## config.mk

```make
export PLATFORM = sky130hd
export DESIGN_NAME = signed_mul_flat
export DESIGN_NICKNAME = d
export VERILOG_FILES = /design/src/rtl/signed_mul_if.sv /design/src/rtl/signed_mul.sv /design/src/flat_wrapper.sv
export SDC_FILE = /design/constraint.sdc
export NUM_CORES = 1
export LEC_CHECK = 0
export BUFFER_PORTS_ARGS = -buffer_cell sky130_fd_sc_hd__buf_2
export CELL_PAD_IN_SITES_DETAIL_PLACEMENT = 1
export CELL_PAD_IN_SITES_GLOBAL_PLACEMENT = 1
export CORE_UTILIZATION = 35
export DETAILED_ROUTE_END_ITERATION = 16
export PLACE_DENSITY = 0.66
export SYNTH_ARGS = -nofsm -noshare
export SYNTH_HDL_FRONTEND = slang
export SYNTH_SLANG_ARGS = --single-unit
```

## constraint.sdc

```tcl
create_clock -name clk -period 4.8 [get_ports clk]
set_input_delay 1.44 -clock clk [delete_from_list [all_inputs] [get_ports clk]]
set_output_delay 1.44 -clock clk [all_outputs]
set_load 0.02 [all_outputs]
```

## src/rtl/signed_mul_if.sv

```systemverilog
// Handshake and operand/result bundle for the sequential signed multiplier.
//   start   : request a multiply (taken only while ready is high)
//   word1   : N-bit signed multiplicand
//   word2   : M-bit signed multiplier
//   product : (N+M)-bit signed product, holds the last completed result
//   ready   : 1 = idle and product valid, 0 = busy
// master drives the request side, slave is the multiplier.
interface signed_mul_if #(
    parameter int unsigned N = 8,
    parameter int unsigned M = 4
);
    logic             start;
    logic [N-1:0]     word1;
    logic [M-1:0]     word2;
    logic [N+M-1:0]   product;
    logic             ready;

    modport master (
        output start,
        output word1,
        output word2,
        input  product,
        input  ready
    );

    modport slave (
        input  start,
        input  word1,
        input  word2,
        output product,
        output ready
    );
endinterface

```

## src/rtl/signed_mul.sv

```systemverilog
// Sequential radix-2 Booth signed multiplier, one multiplier bit per clock.
// Shares the start/ready handshake of the signed divider so both can sit in
// the same multi-cycle ALU slot.
//   clk   : clock, all state changes on the rising edge
//   reset : synchronous active-low reset
//   bus   : signed_mul_if slave (start, word1, word2, product, ready)
// Parameters: N multiplicand width, M multiplier width (= step count),
// L counter width with 2^L > M.
module signed_mul #(
    parameter int unsigned N = 8,
    parameter int unsigned M = 4,
    parameter int unsigned L = 3
) (
    input  logic         clk,
    input  logic         reset,
    signed_mul_if.slave  bus
);
    // One guard bit on the accumulator keeps -2^(N-1) * anything exact.
    localparam int unsigned AW = N + 1;
    localparam int unsigned PW = N + M;

    typedef enum logic {
        IDLE = 1'b0,
        RUN  = 1'b1
    } state_t;

    state_t         state, state_n;
    logic [AW-1:0]  acc, acc_n;
    logic [AW-1:0]  mcand, mcand_n;
    logic [M-1:0]   q, q_n;
    logic           qm1, qm1_n;
    logic [L-1:0]   cnt, cnt_n;
    logic [PW-1:0]  prod, prod_n;
    logic           rdy;
    logic [AW-1:0]  sum_c;

    // Next-state, Booth step and result capture.
    always_comb begin
        state_n = state;
        acc_n   = acc;
        mcand_n = mcand;
        q_n     = q;
        qm1_n   = qm1;
        cnt_n   = cnt;
        prod_n  = prod;
        sum_c   = acc;

        case (state)
            IDLE: begin
                if (bus.start) begin
                    acc_n   = '0;
                    mcand_n = {bus.word1[N-1], bus.word1};
                    q_n     = bus.word2;
                    qm1_n   = 1'b0;
                    cnt_n   = L'(M);
                    state_n = RUN;
                end
            end
            RUN: begin
                // Booth recoding of {Q[0], q-1}.
                case ({q[0], qm1})
                    2'b01:   sum_c = acc + mcand;
                    2'b10:   sum_c = acc - mcand;
                    default: sum_c = acc;
                endcase
                // Arithmetic shift of {A, Q, q-1} right by one.
                acc_n = {sum_c[AW-1], sum_c[AW-1:1]};
                q_n   = {sum_c[0], q[M-1:1]};
                qm1_n = q[0];
                cnt_n = cnt - L'(1);
                if (cnt == L'(1)) begin
                    prod_n  = {acc_n[N-1:0], q_n};
                    state_n = IDLE;
                end
            end
            default: state_n = IDLE;
        endcase
    end

    // State and datapath registers; ready tracks the IDLE state.
    always_ff @(posedge clk) begin
        if (!reset) begin
            state <= IDLE;
            acc   <= '0;
            mcand <= '0;
            q     <= '0;
            qm1   <= 1'b0;
            cnt   <= '0;
            prod  <= '0;
            rdy   <= 1'b1;
        end else begin
            state <= state_n;
            acc   <= acc_n;
            mcand <= mcand_n;
            q     <= q_n;
            qm1   <= qm1_n;
            cnt   <= cnt_n;
            prod  <= prod_n;
            rdy   <= (state_n == IDLE);
        end
    end

    assign bus.product = prod;
    assign bus.ready   = rdy;
endmodule

```

## src/flat_wrapper.sv

```systemverilog
// flat-port wrapper written by rule: the top's interface ports become plain ports
module signed_mul_flat 
#(
    parameter int unsigned N = 8,
    parameter int unsigned M = 4,
    parameter int unsigned L = 3
)
  (clk, reset, bus_start, bus_word1, bus_word2, bus_product, bus_ready);
  signed_mul_if #(.N(N), .M(M)) bus_i ();
  input  logic clk;
  input  logic reset;
  input wire logic [$bits(bus_i.start)-1:0] bus_start;
  input wire logic [$bits(bus_i.word1)-1:0] bus_word1;
  input wire logic [$bits(bus_i.word2)-1:0] bus_word2;
  output wire logic [$bits(bus_i.product)-1:0] bus_product;
  output wire logic [$bits(bus_i.ready)-1:0] bus_ready;
  assign bus_i.start = bus_start;
  assign bus_i.word1 = bus_word1;
  assign bus_i.word2 = bus_word2;
  assign bus_product = bus_i.product;
  assign bus_ready = bus_i.ready;
  signed_mul #(.N(N), .M(M), .L(L)) u_core (.clk(clk), .reset(reset), .bus(bus_i));
endmodule
```

==> flow_metrics.env <==
export IMPL_htreeDepth=2
export IMPL_layoutNonFillerInstCount=340
export IMPL_finalCritPeriodShare_pct=58.2
export IMPL_power_density_mw_per_mm2=352
export IMPL_clock_sink_count=38
export IMPL_hp_start="u_core.bus.product[11]"
export IMPL_final_nets=295
export IMPL_drv_cap=0
export IMPL_crit_family="adder cells"
export IMPL_relSlewSlack_pct=36.6
export IMPL_reg2reg_to="u_core.bus.product[11]"
export IMPL_timing_final_crit_period_ps=2790
export IMPL_port_buffers=27
export IMPL_multi_input_area_mm2=0.00123
export IMPL_critPathArrivalTime_ps=2980
export IMPL_r2r_worst_path_cells=9
export IMPL_clockBufferDepth=2
export IMPL_hold_path_class="flop to flop"
export IMPL_pwr_share_seq_pct=41.7
export IMPL_vias_per_cell=5.18
export IMPL_cp_slowest_cell="fa_1"
export IMPL_r2r_start="u_core.q[0]"
export IMPL_clock_latency_ps=290
export IMPL_reg2reg_setup_slack_ps=2010
export IMPL_critical_path_class="flop to flop"
export IMPL_grt_pass1_wl_mm=8.78
export IMPL_ir_drop_uv=206
export IMPL_synthesis_nets=273
export IMPL_slowest_delay_ps=440
export IMPL_avgSynthCellArea_um2=8.55
export IMPL_post_cts_setup_buffers=0
export IMPL_gp_congestion=0.782
export IMPL_p_leak_nw=1.03
export IMPL_async_reset_ff_share_pct=0
export IMPL_fmax_mhz=358
export IMPL_pwr_share_comb_pct=26.0
export IMPL_synth_area_top_cells="dfxtp_1 (36%), ha_1 (7.2%), mux2i_1 (6.7%)"
export IMPL_fp_dieW_um=79.4
export IMPL_die_area_mm2=0.00630
export IMPL_overflow=0
export IMPL_clk_pin_slew_ps=80
export IMPL_hold_depth=2
export IMPL_via_count=1762
export IMPL_drive_above_1_share_pct=14.6
export IMPL_routed_wl_mm=5.16
export IMPL_path_max_fanout=8
export IMPL_hpwl_mm=3.83
export IMPL_grt_max_degree=29
export IMPL_grtUsageTotal_pct=18.2
export IMPL_cts_root_buf="clkbuf_8"
export IMPL_cts_tree="yes"
export IMPL_ios=28
export IMPL_drcViolationCount=0
export IMPL_internal_power_uw=579
export IMPL_hold_buffers=0
export IMPL_initial_utilization_pct=37.1
export IMPL_required_ps=4980
export IMPL_synth_common_cells="dfxtp_1 (38), nand2_1 (22), nor2_1 (17), nor2b_1 (17), o21ai_0 (17)"
export IMPL_post_cts_resized=0
export IMPL_synth_top_cell_area_share_pct=36.3
export IMPL_syn2layout_area_growth_pct=13.7
export IMPL_synth_edf_count=0
export IMPL_ys_flop_type="dfxtp_1"
export IMPL_seqCellArea_um2=761
export IMPL_worst_slew_pin_slew_ps=950
export IMPL_skew_ps=6.28
export IMPL_p_sw_uw=259
export IMPL_ys_ff_latch=38
export IMPL_grt_pass1_vias=1798
export IMPL_insertedDiodeCount=0
export IMPL_postRouteAntennaNets=0
export IMPL_outcome="finished, final reports clean"
export IMPL_rsz0062_at_grt="false"
export IMPL_setup_ws_ps=2010
export IMPL_pwr_share_clk_pct=32.3
export IMPL_yosysMostFrequentCell="dfxtp_1"
export IMPL_yosysSeqAreaShare_pct=36.3
export IMPL_syn_area_mm2=0.00210
export IMPL_synth_cell_types=40
export IMPL_switching_share_pct=30.9
export IMPL_tns_ps=0
export IMPL_drt_first_pass_iters=4
export IMPL_synth_top_area_cell="dfxtp_1"
export IMPL_antenna_found_initial=0
export IMPL_setup_viol=0
export IMPL_rows=27
export IMPL_detail_route_wl_per_cell_um=15.2
export IMPL_hold_viol_final=0
export IMPL_holdWs_ps=448
export IMPL_cp_cell_sequence="ha_1 -> mux2_2 -> fa_1 -> nor2b_1 -> o31a_1 -> o22ai_1 -> mux2i_1 -> xor2_1 -> o21ai_1"
export IMPL_cp_num_buf_inv=0
export IMPL_syn_inst=245
export IMPL_dpl_cell_count=332
export IMPL_cts_made_buffers=5
export IMPL_num_fill_cells=691
export IMPL_yosysWarningCount=0
export IMPL_min_to="u_core.bus.product[11]"
export IMPL_core_mm2=0.00564
export IMPL_maxSlewViolCount=0
export IMPL_dp_slack_ps=1730
export IMPL_die_h_um=79.4
export IMPL_critPathLaunchType="flop"
export IMPL_drt_first_iter_violations=55
export IMPL_worst_setup_path_end_kind="flop"
[area by class of cell]
class | instances | area share [%]
Tap cell | 72 | 3.78
Multi-Input combinational cell | 181 | 51.8
Clock inverter | 3 | 1.68
Sequential cell | 38 | 31.9
Timing Repair Buffer | 27 | 5.67
Clock buffer | 5 | 2.89
Inverter | 14 | 2.21
[sequential cells by signal (all words and copies together) (netlist names)]
signal and count:
u_core.bus.product 12, u_core.acc 8, u_core.mcand 8, u_core.q 4, u_core.cnt 3, u_core.bus.ready 1, u_core.qm1 1, u_core.state 1
[through the flow]
| step | util, % | total power [mW] | instance area [um^2] |
|---|---|---|---|
| 6_report | 42.2 | 0.838 | 2380 |
| 4_1_cts | 42.2 | 0.850 | 2380 |
| 3_3_place_gp | 40.3 | 0.570 | 2270 |
| 3_5_place_dp | 40.3 | 0.575 | 2270 |
| 5_1_grt | 42.2 | 0.892 | 2380 |
| 2_1_floorplan | - | 0.520 | 2100 |
[placed cells by master (no fill, tap or decap), drive strengths merged, types with 2 or more instances in the layout]
cell type,count
clkbuf,5
dfxtp,38
a21oi,14
inv,13
ha,12
o21a,5
nor3b,2
o21ai,18
clkinv,3
a22o,6
buf,27
o31a,2
and2,4
xnor2,7
a31oi,4
mux2i,14
nor3,9
nand2,22
nor2b,17
nand3,3
xor2,3
a211oi,2
mux2,2
nand3b,2
nor2,17
o211a,4
[worst min-delay path, stage by stage (launching register included)]
cell	delay (ps)
dfxtp_1	310
nand2_1	50
o21ai_1	50
[power by group through the flow]
stage | clock network (mW) | registers (mW) | logic, mW
2_1_floorplan | 0 | 0.352 | 0.169
3_3_place_gp | 0 | 0.357 | 0.213
3_5_place_dp | 0 | 0.357 | 0.218
4_1_cts | 0.280 | 0.350 | 0.219
5_1_grt | 0.294 | 0.353 | 0.246
6_report | 0.271 | 0.350 | 0.218
[how the worst max path moves through the flow]
stage                start                endpoint  slack (ps)  cells after the start
2_1_floorplan   u_core.qm1   u_core.bus.product[8]        2260                     12
3_3_place_gp         reset        u_core.bus.ready        1800                      3
3_5_place_dp         reset        u_core.bus.ready        1730                      3
4_1_cts        u_core.q[0]  u_core.bus.product[11]        2000                      9
5_1_grt              reset        u_core.bus.ready        1820                      3
6_report       u_core.q[0]  u_core.bus.product[11]        2010                      9
[kinds of logic after synthesis]
family,Yosys count,share of synthesized area (%)
flops,38,36.3
compound gates,61,18.9
mux,16,7.76
buf+inv,26,4.78
simple gates,81,19.9
fa+ha+maj,13,8.12
xor+xnor,10,4.18
[layer usage]
| metal | up-vias | track usage, % | share of wire (%) | wire (um) |
|---|---|---|---|---|
| li1 | 898 | - | - | - |
| met1 | 840 | 24.9 | 51 | 2620 |
| met2 | 20 | 29.0 | 46 | 2370 |
| met3 | 4 | 3.43 | 2.2 | 111 |
| met4 | 0 | 5.45 | 1.2 | 63 |
| met5 | - | 0 | 0 | 0 |
No activity file was read; power rests on OpenSTA's default activity.
